$ cat config.mk
export PLATFORM = sky130hd
export DESIGN_NAME = wma_filter_mac
export DESIGN_NICKNAME = d
export VERILOG_FILES = /design/src/rtl/wma_filter_mac.sv
export SDC_FILE = /design/constraint.sdc
export NUM_CORES = 1
export LEC_CHECK = 0
export ABC_AREA = 0
export CAP_MARGIN = 20
export CORE_MARGIN = 2
export CORE_UTILIZATION = 52
export DETAILED_ROUTE_END_ITERATION = 16
export GPL_ROUTABILITY_DRIVEN = 0
export PLACE_DENSITY = 0.81
export SYNTH_ARGS = -nofsm -noshare
export SYNTH_HDL_FRONTEND = slang
export SYNTH_SLANG_ARGS = --single-unit
$ cat constraint.sdc
create_clock -name CLK -period 18.6 [get_ports CLK]
set_input_delay 3.72 -clock CLK [delete_from_list [all_inputs] [get_ports CLK]]
set_output_delay 3.72 -clock CLK [all_outputs]
set_load 0.02 [all_outputs]
$ cat src/rtl/wma_filter_mac.sv
// wma_filter_mac: weighted-moving-average filter built around one time-shared MAC.
// Each accepted sample shifts the delay line. The MAC then walks all TAPS weights,
// one tap per cycle, and the sum is normalised by a reciprocal multiply with
// rounding and saturation.
// Optional feature macro: WMA_COEF_PROG_EN adds run-time programmable weights
// through the coef_* ports. Without it the weights are the constants w[k]=TAPS-k.
module wma_filter_mac #(
  parameter int unsigned DATA_W     = 8,
  parameter int unsigned TAPS       = 8,
  parameter int unsigned COEF_W     = 8,
  parameter int unsigned NORM_MUL   = 1820,
  parameter int unsigned NORM_SHIFT = 16
) (
  input  logic                     CLK,
  input  logic                     RST,
  input  logic                     clr,
  input  logic                     in_valid,
  output logic                     in_ready,
  input  logic [DATA_W-1:0]        Xn,
  output logic                     out_valid,
  output logic [DATA_W-1:0]        Yn
`ifdef WMA_COEF_PROG_EN
  ,
  input  logic                     coef_we,
  input  logic [$clog2(TAPS)-1:0]  coef_addr,
  input  logic [COEF_W-1:0]        coef_data
`endif
);

  localparam int unsigned AW     = $clog2(TAPS);
  localparam int unsigned PROD_W = DATA_W + COEF_W;
  localparam int unsigned ACC_W  = PROD_W + AW;
  localparam int unsigned NORM_W = ACC_W + 32;

  typedef enum logic [1:0] {S_IDLE, S_MAC, S_NORM} state_e;

  state_e              state_q, state_d;
  logic [DATA_W-1:0]   x_q [TAPS];
  logic [ACC_W-1:0]    acc_q, acc_d;
  logic [AW-1:0]       k_q, k_d;
  logic [DATA_W-1:0]   yn_q;
  logic                out_valid_q;
  logic [COEF_W-1:0]   w [TAPS];
  logic [PROD_W-1:0]   prod;
  logic [NORM_W-1:0]   norm_full;
  logic [DATA_W-1:0]   norm_sat;
  logic                accept;

  // A clear in the same cycle wins over an incoming sample.
  assign accept    = in_valid && (state_q == S_IDLE) && !clr;
  assign in_ready  = (state_q == S_IDLE);
  assign out_valid = out_valid_q;
  assign Yn        = yn_q;

`ifdef WMA_COEF_PROG_EN
  logic [COEF_W-1:0] w_q [TAPS];

  // Weight registers: writable only in IDLE so one computation sees a stable set.
  always_ff @(posedge CLK or negedge RST) begin
    if (!RST) begin
      for (int k = 0; k < TAPS; k++) w_q[k] <= COEF_W'(TAPS - k);
    end else if (coef_we && (state_q == S_IDLE)) begin
      // The address decode only matches 0..TAPS-1, so out-of-range writes drop out.
      for (int k = 0; k < TAPS; k++) begin
        if (coef_addr == AW'(k)) w_q[k] <= coef_data;
      end
    end
  end

  // Expose the programmed weights to the MAC.
  always_comb begin
    for (int k = 0; k < TAPS; k++) w[k] = w_q[k];
  end
`else
  // Fixed linearly decaying weights; the newest sample carries the largest weight.
  always_comb begin
    for (int k = 0; k < TAPS; k++) w[k] = COEF_W'(TAPS - k);
  end
`endif

  // Product of the current tap. Operands are widened first so no bits are lost.
  assign prod = {{DATA_W{1'b0}}, w[k_q]} * {{COEF_W{1'b0}}, x_q[k_q]};

  // Reciprocal-multiply normalisation with round-half-up, then clamp to full scale.
  assign norm_full = ({32'b0, acc_q} * NORM_W'(NORM_MUL)
                      + (NORM_W'(1) << (NORM_SHIFT - 1))) >> NORM_SHIFT;
  assign norm_sat  = (norm_full > NORM_W'({DATA_W{1'b1}})) ? {DATA_W{1'b1}}
                                                           : norm_full[DATA_W-1:0];

  // Next-state logic for the IDLE -> MAC -> NORM sequence.
  always_comb begin
    // NOTE: every always_comb output gets a default first so no path infers a latch.
    state_d = state_q;
    acc_d   = acc_q;
    k_d     = k_q;
    unique case (state_q)
      S_IDLE: begin
        if (accept) begin
          state_d = S_MAC;
          acc_d   = '0;
          k_d     = '0;
        end
      end
      S_MAC: begin
        acc_d = acc_q + {{AW{1'b0}}, prod};
        k_d   = k_q + AW'(1);
        if (k_q == AW'(TAPS - 1)) state_d = S_NORM;
      end
      S_NORM:  state_d = S_IDLE;
      default: state_d = S_IDLE;
    endcase
    if (clr) begin
      state_d = S_IDLE;
      acc_d   = '0;
      k_d     = '0;
    end
  end

  // FSM, accumulator and tap-index registers.
  always_ff @(posedge CLK or negedge RST) begin
    if (!RST) begin
      state_q <= S_IDLE;
      acc_q   <= '0;
      k_q     <= '0;
    end else begin
      // NOTE: sequential state uses non-blocking assignments so all registers update together.
      state_q <= state_d;
      acc_q   <= acc_d;
      k_q     <= k_d;
    end
  end

  // Delay line: shifts on accept and is zero-filled by reset or clear.
  always_ff @(posedge CLK or negedge RST) begin
    if (!RST) begin
      // NOTE: this small delay-line array is reset because its zero history is observable.
      for (int i = 0; i < TAPS; i++) x_q[i] <= '0;
    end else if (clr) begin
      for (int i = 0; i < TAPS; i++) x_q[i] <= '0;
    end else if (accept) begin
      x_q[0] <= Xn;
      for (int i = 1; i < TAPS; i++) x_q[i] <= x_q[i-1];
    end
  end

  // Output register and one-cycle strobe. A clear suppresses the strobe; Yn holds.
  always_ff @(posedge CLK or negedge RST) begin
    if (!RST) begin
      yn_q        <= '0;
      out_valid_q <= 1'b0;
    end else begin
      out_valid_q <= (state_q == S_NORM) && !clr;
      if ((state_q == S_NORM) && !clr) yn_q <= norm_sat;
    end
  end

endmodule

# ---- Yosys cells after proc, flatten, opt, wreduce, memory -nomap -nowiden
# Memory sizes are Yosys's and may differ from the RTL's.
# Cells that the tools add are included.
dict set report op_classes {
  add_sub_neg 3
  multipliers 2
  muxes 18
  bitwise_logic 1
  reduce_logical 9
  order_cmp 2
  eq_ne 5
}
# operator count
set ops {}
lappend ops {{$mux W64} 2}
lappend ops {{$mux W8} 5}
lappend ops {{$mux W19} 2}
lappend ops {{$pmux W19 S2} 1}
lappend ops {{$add A30 B16 Y31 const B} 1}
lappend ops {{$mul A19 B9 Y28 const B} 1}
lappend ops {{$bmux W8 S3} 1}
lappend ops {{$add A19 B16 Y19} 1}
lappend ops {{$mul A8 B8 Y16} 1}
lappend ops {{$gt A15 B8 Y1 const B} 1}
lappend ops {{$mux W2} 3}
lappend ops {{$mux W3} 2}
lappend ops {{$pmux W3 S2} 1}
lappend ops {{$ge A4 B4 Y1 const B} 1}
lappend ops {{$not A3 Y4} 1}
lappend ops {{$pmux W2 S2} 1}
lappend ops {{$reduce_and A2 Y1} 2}
lappend ops {{$add A3 B1 Y3 const B} 1}
lappend ops {{$eq A3 B3 Y1 const B} 1}
lappend ops {{$logic_and A1 B1 Y1} 3}
lappend ops {{$ne A3 B2 Y1 const B} 1}
lappend ops {{$ne A3 B3 Y1 const B} 1}
lappend ops {{$reduce_bool A3 Y1} 1}
lappend ops {{$eq A2 B1 Y1 const B} 1}
lappend ops {{other kinds (4)} 4}
dict set report totals {
  rom_bits 64
  in_bits 12
  memories 1
  regBits 97
  output_inout_bits 10
  word_cells 54
}
# name words width rd rd_clocked_by_memory_dff write_ports line
set memory_table {}
lappend memory_table {{(name not given)} 8 8 1 0 0 82} ;# assign prod = {{DATA_W{1'b0}}, w[k_q]} * {{COEF_W{1'b0}}, x_q[k_q]};

# ---- Logic depth before layout (Yosys ltp)
# Gate-level depths: netlist of run 1.
dict set report depth {
  depth_word 8
  ltp_mapped 25
  depth_no_buf 23
}

# ---- Least setup slack after synthesis of run 1
# Ideal clock, no wire load.
dict set report synth_timing {
  path_type {reg2reg}
  start {register k_q[0]}
  end {register acc_q[16]}
  required_ns 18.490
  arrival_ns 6.111
  stages_incl_launch_ff 18
  slack_ns 12.379
  setup_ns 0.110
  synth_period_minus_slack_ns 6.221
  n_path_buf 2
  cell_sequence {dfrtp_1 clkbuf_1 buf_1 mux4_2 mux2_2 nand2_1 fa_1 fa_1 fa_1 inv_1 fa_1 ha_1 a21oi_1 o21bai_1 a211o_1 a2111oi_0 o311ai_0 o41ai_1}
}
dict set report synth_via {
  elab_chain_len 8
  word_cells_on_any_way 11
  cone_classes {1 x add/sub; 1 x mul; 7 x mux; 1 x bitwise; 1 x memory}
}
# element line
set synth_lines {}
lappend synth_lines {{start: declaration} 40} ;# logic [AW-1:0] k_q, k_d;
lappend synth_lines {{start signal: assignment} 129} ;# k_q <= k_d;
lappend synth_lines {{$not A3 Y4 (not written as such) (*)} 82}
lappend synth_lines {{$mem_v2 Z8 W8 / $bmux W8 S3 (equally long branches)} n/a}
lappend synth_lines {{$mux W8 (not written as such) (2 in a row)} 82}
lappend synth_lines {{$mul A8 B8 Y16 (*)} 82}
lappend synth_lines {{$add A19 B16 Y19 (*)} 105} ;# acc_d = acc_q + {{AW{1'b0}}, prod};
lappend synth_lines {{$pmux W19 S2 (*)} 96} ;# unique case (state_q)
lappend synth_lines {{$mux W19 (*)} 112} ;# if (clr) begin
lappend synth_lines {{end signal: assignment} 123} ;# acc_q <= '0;
lappend synth_lines {{end signal: assignment} 128} ;# acc_q <= acc_d;
lappend synth_lines {{end: declaration} 39} ;# logic [ACC_W-1:0] acc_q, acc_d;
# Every way passes the cells marked *; elsewhere a longest branch is shown, timed or not. The select of a mux whose other input is x is not followed.
# A chain may end at the register's enable or synchronous reset.

# ---- Worst setup path in the final report of run 1
dict set report layout_timing {
  start {register k_q[1]}
  end {register acc_q[14]}
}
# Same word-level chain as after synthesis.

==> summary.txt, run 1 <==
Run status
  – Status: finished, final reports clean

CTS
  – H-tree depth: 3
  – CTS Sinks: 97
  – Clock Pin Slew Worst Setup and Hold Paths: 70 ps
  – Setup bufs post-CTS: 0
  – Clk buf depth: 2
  – Clk Latency, worst-skew pair: 360 ps
  – Resized cells post-CTS: 0
  – Total CTS buffers: 9
  – Clk root buf: clkbuf_16
  – Hold buffer count at CTS: 0
  – CTS tree: yes

Route
  – Final ANT Viol Nets: 0
  – Pre-antenna DRT Iters: 5
  – DR vias: 6,977
  – DRC viols: 0
  – Initial DRC count: 350
  – DRT Wirelength: 18.32 mm
  – Vias/cell: 5.645
  – WL/cell: 14.83 µm

STA
  – Fmax: 0.1601 GHz
  – Tmin final: 6245 ps
  – Final Hold Viols: 0
  – Fin crit share: 0.3358
  – Clock skew: 8.292 ps
  – WHS: 526.5 ps
  – Worst rel slew slack: 0.4361
  – Setup TNS: 0 ps
  – Final Max Tran Viols: 0
  – # setup viols final: 0
  – RSZ-0062 raised after global routing: no
  – Slew @ Worst Pin: 845.8 ps

Setup path
  – Flop2flop setup slack: 12,350 ps
  – CP Capture Type: register
  – R2r startpoint: k_q[1]
  – Setup crit end: acc_q[14]
  – Crit path required time: 18,870 ps
  – CP Launch Type: register
  – Reg2reg path depth: 22
  – Start point of the critical path: k_q[1]
  – Worst reg2reg endpoint: acc_q[14]
  – Critical Path Fanout Max: 18
  – Worst path arrival time: 6520 ps
  – Type of the worst setup path: register to register

Power and ir drop
  – Sw frac: 0.3082
  – Clock power share: 0.370
  – Peak supply drop: 0.07156 mV
  – Pint: 347.7 µW
  – Power per cell area: 51.18 mW/mm²
  – Sequential power share: 0.434
  – Net switching power: 154.9 µW
  – Leak Pwr: 4.951 nW
  – Comb pwr share: 0.196

Floorplanning
  – CORE AREA: 0.01724 mm²
  – Starting Density: 0.5299
  – Die ar.: 0.01864 mm²
  – Die width: 136.5 µm
  – Boundary pin count: 22
  – Die extent in y: 136.5 µm
  – Rows: 48

Final layout
  – FF/Latch Area: 0.002427 mm²
  – Commonest non-fill, non-tap cell in the layout: nand2_1
  – Final #Nets: 1,189
  – Final cell count without fillers: 1,236
  – Syn-to-layout area delta: 7.493%
  – Layout cells sized above 1: 0.06726
  – Filler cells: 1,461
  – Multi-input gate area: 0.006042 mm²
  – Most frequent cells in the layout: 183 x nand2_1, 133 x inv_1, 112 x ha_1
  – N_diodes: 0

Logic synthesis
  – Async set or reset register ratio after synthesis: 1.000
  – Avg Inst Size Synth: 9.061 µm²
  – Ys Warns: 0
  – FF+latch count, synth: 97
  – Synth Cell Area: 0.009134 mm²
  – Sequential cell area fraction in the yosys report: 0.2658
  – Unique masters post-synth: 73
  – EDFF count, synth: 0
  – Syn nets: 1,191
  – Post-synth top flop: dfrtp_1
  – Synth Instances: 1,008

Hold path
  – Min-delay worst type: register to register

GRT
  – Largest net degree at the start of global routing: 73
  – Total gr overflow: 0
  – Met1 usage: 0.2770
  – Met3 usage: 0.02852
  – All-layer global routing usage: 0.2138
  – GRT met2 Usage: 0.3761
  – Initial antenna violation count: 0
  – Peak-usage layer in the global routing report: met2
  – First-pass GRT wire length: 32.15 mm
  – Vias in the first global route: 6,886

Run
  – Maxcap violations: 0

Placed design
  – Hpwl dp: 14.05 mm
  – # port buffers: 21
  – Placed insts: 1,219
==> registers in the layout, indices dropped and copies added, names as in the netlist <==
register / cells
Yn: 8
out_valid: 1
k_q: 3
state_q: 2
acc_q: 19
x_q: 64
==> worst min-delay path by stage <==
stage,start,to,slack (ps),cells past startpoint
after global routing,x_q[7],x_q[7],540,2
after global placement,x_q[3],x_q[3],510,2
after floorplan,x_q[0],x_q[0],500,2
after CTS,x_q[7],x_q[7],530,2
after detailed placement,x_q[4],x_q[4],520,2
final,x_q[0],x_q[0],530,2
==> cell type report <==
class,instances,area share
Clock buffer,10,0.02434
Clock inverter,6,0.005735
Inverter,133,0.05085
Multi-Input combinational cell,737,0.6154
Sequential cell,97,0.2472
Tap cell,225,0.02867
Timing Repair Buffer,28,0.02778
==> critical path, cell delays in order, from the launching register on <==
cell and delay, ps:
dfrtp_1 860, inv_1 190, ha_1 230, o21ai_1 380, nand2_1 140, fa_1 430, fa_1 490, inv_1 40
ha_1 270, inv_1 50, fa_1 520, inv_1 70, ha_1 290, a21o_1 150, a21oi_1 220, o21bai_1 100
a21oi_1 220, o21bai_1 120, a211o_1 320, a2111oi_0 510, dlymetal6s2s_1 260, o31ai_1 90, a21boi_0 180
==> cells in the mapped netlist (4+ instances only) <==
master	n	area, µm²
a211o_1	4	35.03
a211oi_1	14	105.1
a21o_1	12	90.09
a21oi_1	95	475.5
a31oi_1	9	56.30
and2_1	15	93.84
and3_1	7	43.79
buf_1	7	26.28
buf_2	6	30.03
clkbuf_1	27	101.4
dfrtp_1	97	2427
fa_1	59	1181
ha_1	112	1401
inv_1	133	499.2
mux2_2	6	67.56
mux2i_1	6	60.06
mux4_2	16	360.4
nand2_1	184	690.7
nand2b_1	4	25.02
nand3_1	10	50.05
nor2_1	29	108.9
nor3_1	11	55.05
o211ai_1	10	75.07
o21a_1	5	37.54
o21ai_0	21	105.1
o21ai_1	4	20.02
o21bai_1	5	37.54
o22ai_1	7	43.79
xnor2_1	12	105.1
xor2_1	14	122.6
==> through the flow <==
stage | cell area (µm²) | worst slack [ps] | power (mW) | utilization
global route | 9818 | 11880 | 0.5304 | 0.5696
finish | 9818 | 12350 | 0.5025 | 0.5696
CTS | 9806 | 12000 | 0.5072 | 0.5689
global placement | 9490 | 12210 | 0.3168 | 0.5506
floorplan | 9134 | 12380 | 0.2943 | -
detailed placement | 9510 | 12060 | 0.3205 | 0.5518
==> power groups by stage <==
stage / Clock (mW) / Combinational, mW / Sequential, mW
5_1_grt: 0.198 / 0.114 / 0.219
2_1_floorplan: 0 / 0.0736 / 0.221
6_report: 0.186 / 0.0985 / 0.218
4_1_cts: 0.190 / 0.0992 / 0.218
3_3_place_gp: 0 / 0.0947 / 0.222
3_5_place_dp: 0 / 0.0983 / 0.222
==> kinds of logic after synthesis <==
family | synth area share
compound gates | 0.1566
xor+xnor | 0.02493
fa+ha+maj | 0.2827
buf+inv | 0.07315
flops | 0.2658
mux | 0.05342
simple gates | 0.1434
==> layer usage <==
metal | share of wire | wire length (µm)
met1 | 0.45 | 8160
met2 | 0.51 | 9316
met3 | 0.030 | 548
met4 | 0.016 | 299
met5 | 0 | 0
No activity file was read; power rests on OpenSTA's default activity.
==> inputs of run 2 (changes only) <==
==> constraint.sdc (replaced) <==
create_clock -name CLK -period 5.8 [get_ports CLK]
set_input_delay 1.16 -clock CLK [delete_from_list [all_inputs] [get_ports CLK]]
set_output_delay 1.16 -clock CLK [all_outputs]
set_load 0.02 [all_outputs]
==> summary.txt, run 2 (synthesis results as in run 1) <==
Route
  – Vias/cell: 5.768 (+2.2%)
  – WL/cell: 15.85 µm (+6.9%)
  – DRC viols: 0 (unchanged)
  – Initial DRC count: 391 (+12%)
  – DR vias: 7,193 (+3.1%)
  – Met2 wire len: 10.03 mm (+7.6%)
  – Final ANT Viol Nets: 0 (unchanged)
  – DRT Wirelength: 19.76 mm (+7.8%)
  – Met1 Routed Length: 8.281 mm (+1.5%)
  – Pre-antenna DRT Iters: 4 (-1)
  – Met3 Routed Length: 779 µm (+42%)
  – Highest metal used: met4

Final layout
  – Max FFs per register: 64 (unchanged)
  – Syn-to-layout area delta: 9.603%
  – Reg with most FFs: x_q
  – Final #Nets: 1,200 (+0.93%)
  – FF/Latch Area: 0.002431 mm² (+0.15%)
  – Filler cells: 1,413 (-3.3%)
  – Multi-input gate area: 0.006126 mm² (+1.4%)
  – Final cell count without fillers: 1,247 (+0.89%)
  – Layout Utilization: 0.5808 (+0.01118)
  – Most frequent cells in the layout: 183 x nand2_1, 133 x inv_1, 109 x ha_1
  – Commonest non-fill, non-tap cell in the layout: nand2_1
  – N_diodes: 0 (unchanged)
  – Fin area: 0.01001 mm² (+2.0%)
  – Layout cells sized above 1: 0.09687 (+0.02961)

Hold path
  – Min-delay worst type: register to register
  – Worst Hold Launch: x_q[7]

Setup path
  – R2r startpoint: acc_q[5]
  – Start point of the critical path: acc_q[5]
  – CP Launch Type: register
  – Critical Path Fanout Max: 8 (-10)
  – Crit path required time: 6040 ps (-12,830 ps)
  – Worst path arrival time: 5790 ps (-730 ps)
  – Flop2flop setup slack: 250 ps (-12,110 ps)
  – Type of the worst setup path: register to register
  – CP Capture Type: register

STA
  – Slew @ Worst Pin: 922.1 ps (+76.27 ps)
  – # setup viols final: 0 (unchanged)
  – Worst rel slew slack: 0.3853 (-0.05085)
  – Fin crit share: 0.9571 (+0.6213)
  – Tmin final: 5551 ps (-694.1 ps)
  – Final Hold Viols: 0 (unchanged)
  – Fmax: 0.1801 GHz (+13%)
  – WHS: 540.4 ps (+13.93 ps)
  – RSZ-0062 raised after global routing: yes
  – Final Max Tran Viols: 0 (unchanged)
  – Clock skew: 8.701 ps (+0.4091 ps)

GRT
  – First-pass GRT wire length: 33.80 mm (+5.1%)
  – Largest net degree at the start of global routing: 72 (-1.4%)
  – All-layer global routing usage: 0.2270 (+0.01323)
  – Initial antenna violation count: 0 (unchanged)
  – Vias in the first global route: 7,209 (+4.7%)
  – Total gr overflow: 0 (unchanged)

Power and ir drop
  – Power per cell area: 167.0 mW/mm² (+230%)
  – Peak supply drop: 0.1773 mV (+150%)
  – Overall power: 1.672 mW (+230%)
  – Leak Pwr: 5.021 nW (+1.4%)

Run
  – Maxcap violations: 0 (unchanged)

Floorplanning
  – Starting Density: 0.5299 (unchanged)
  – Boundary pin count: 22 (unchanged)
  – Die extent in y: 136.5 µm (unchanged)
  – CORE AREA: 0.01724 mm² (unchanged)
  – Die width: 136.5 µm (unchanged)
  – Die ar.: 0.01864 mm² (unchanged)
  – Rows: 48 (unchanged)

CTS
  – CTS tree: yes
  – Clock Pin Slew Worst Setup and Hold Paths: 80 ps (about the same)
  – Clk Latency, worst-skew pair: 360 ps (about the same)
  – H-tree depth: 3 (unchanged)
  – Clk root buf: clkbuf_16
  – Clk buf depth: 2 (unchanged)
  – Total CTS buffers: 9 (unchanged)
  – CTS Sinks: 97 (unchanged)

Placed design
  – Hpwl dp: 15.09 mm (+7.4%)
  – Placed cell area: 0.009582 mm² (+0.75%)
  – # port buffers: 21 (unchanged)
  – Placed insts: 1,226 (+0.57%)

Run status
  – Status: finished, final reports clean
-- run 2: cell count changes in the layout (fill, tap and decap cells not counted), moves of 2 or more --
cell / previous run / this run
a21oi_1: 95 / 90
ha_2: 0 / 2
ha_1: 112 / 109
dfrtp_2: 0 / 3
dfrtp_1: 97 / 94
a21oi_2: 0 / 5
buf_4: 6 / 17
o21ai_0: 21 / 19
-- run 2: per-layer routing --
metal,track usage,vias up
met4,0.09606,0
li1,-,3446
met3,0.03148,39
met1,0.2826,3527
met5,0,-
met2,0.3958,181
-- run 2: worst max-delay path: stages, from the launching register on --
cell	delay, ps
dfrtp_2	420
inv_1	110
fa_1	540
inv_1	60
ha_1	300
inv_1	60
fa_1	510
inv_1	60
fa_1	500
ha_4	330
and3_2	230
o211ai_1	150
o21a_2	280
and2_1	240
a2111oi_4	470
nand4_2	240
a2111o_1	460
a221oi_1	350
a31oi_1	120
-- run 2: timing repair --
item                       CTS  global route
resized for setup            0            22
setup endpoints to repair    0            13
buffers inserted             0             5
hold buffers                 0             0
-- run 2: layout make-up --
| cell class | instances | area share |
|---|---|---|
| clock inverter | 6 | 0.007124 |
| inverter | 133 | 0.04987 |
| timing repair buffer | 39 | 0.03625 |
| tap | 225 | 0.02812 |
| clock buffer | 10 | 0.02387 |
| sequential | 97 | 0.2428 |
| multi-input combinational | 737 | 0.6119 |
-- run 2: power breakdown --
part | leakage [nW] | total (mW) | internal [mW] | switching, mW
Combinational | 3.53 | 0.336 | 0.126 | 0.210
Sequential | 1.34 | 0.700 | 0.687 | 0.0134
Clock | 0.151 | 0.636 | 0.352 | 0.284
-- run 2: path summary, 6_finish.rpt --
| check | endpoint | cells after the start |
|---|---|---|
| setup / recovery | Yn[4] | 18 |
| hold / removal | x_q[7] | 2 |
| setup reg to reg | Yn[4] | 18 |
| hold reg to reg | x_q[7] | 2 |
| max in group asynchronous | k_q[1] | 2 |
| min in group asynchronous | Yn[2] | 1 |
-- run 2: through the flow --
stage	setup TNS, ps	setup WS (ps)
final	0	248.9
after global routing	-32.28	-21.74
after CTS	0	33.25
after detailed placement	0	41.86
after global placement	0	122.4
after floorplan	0	139.0
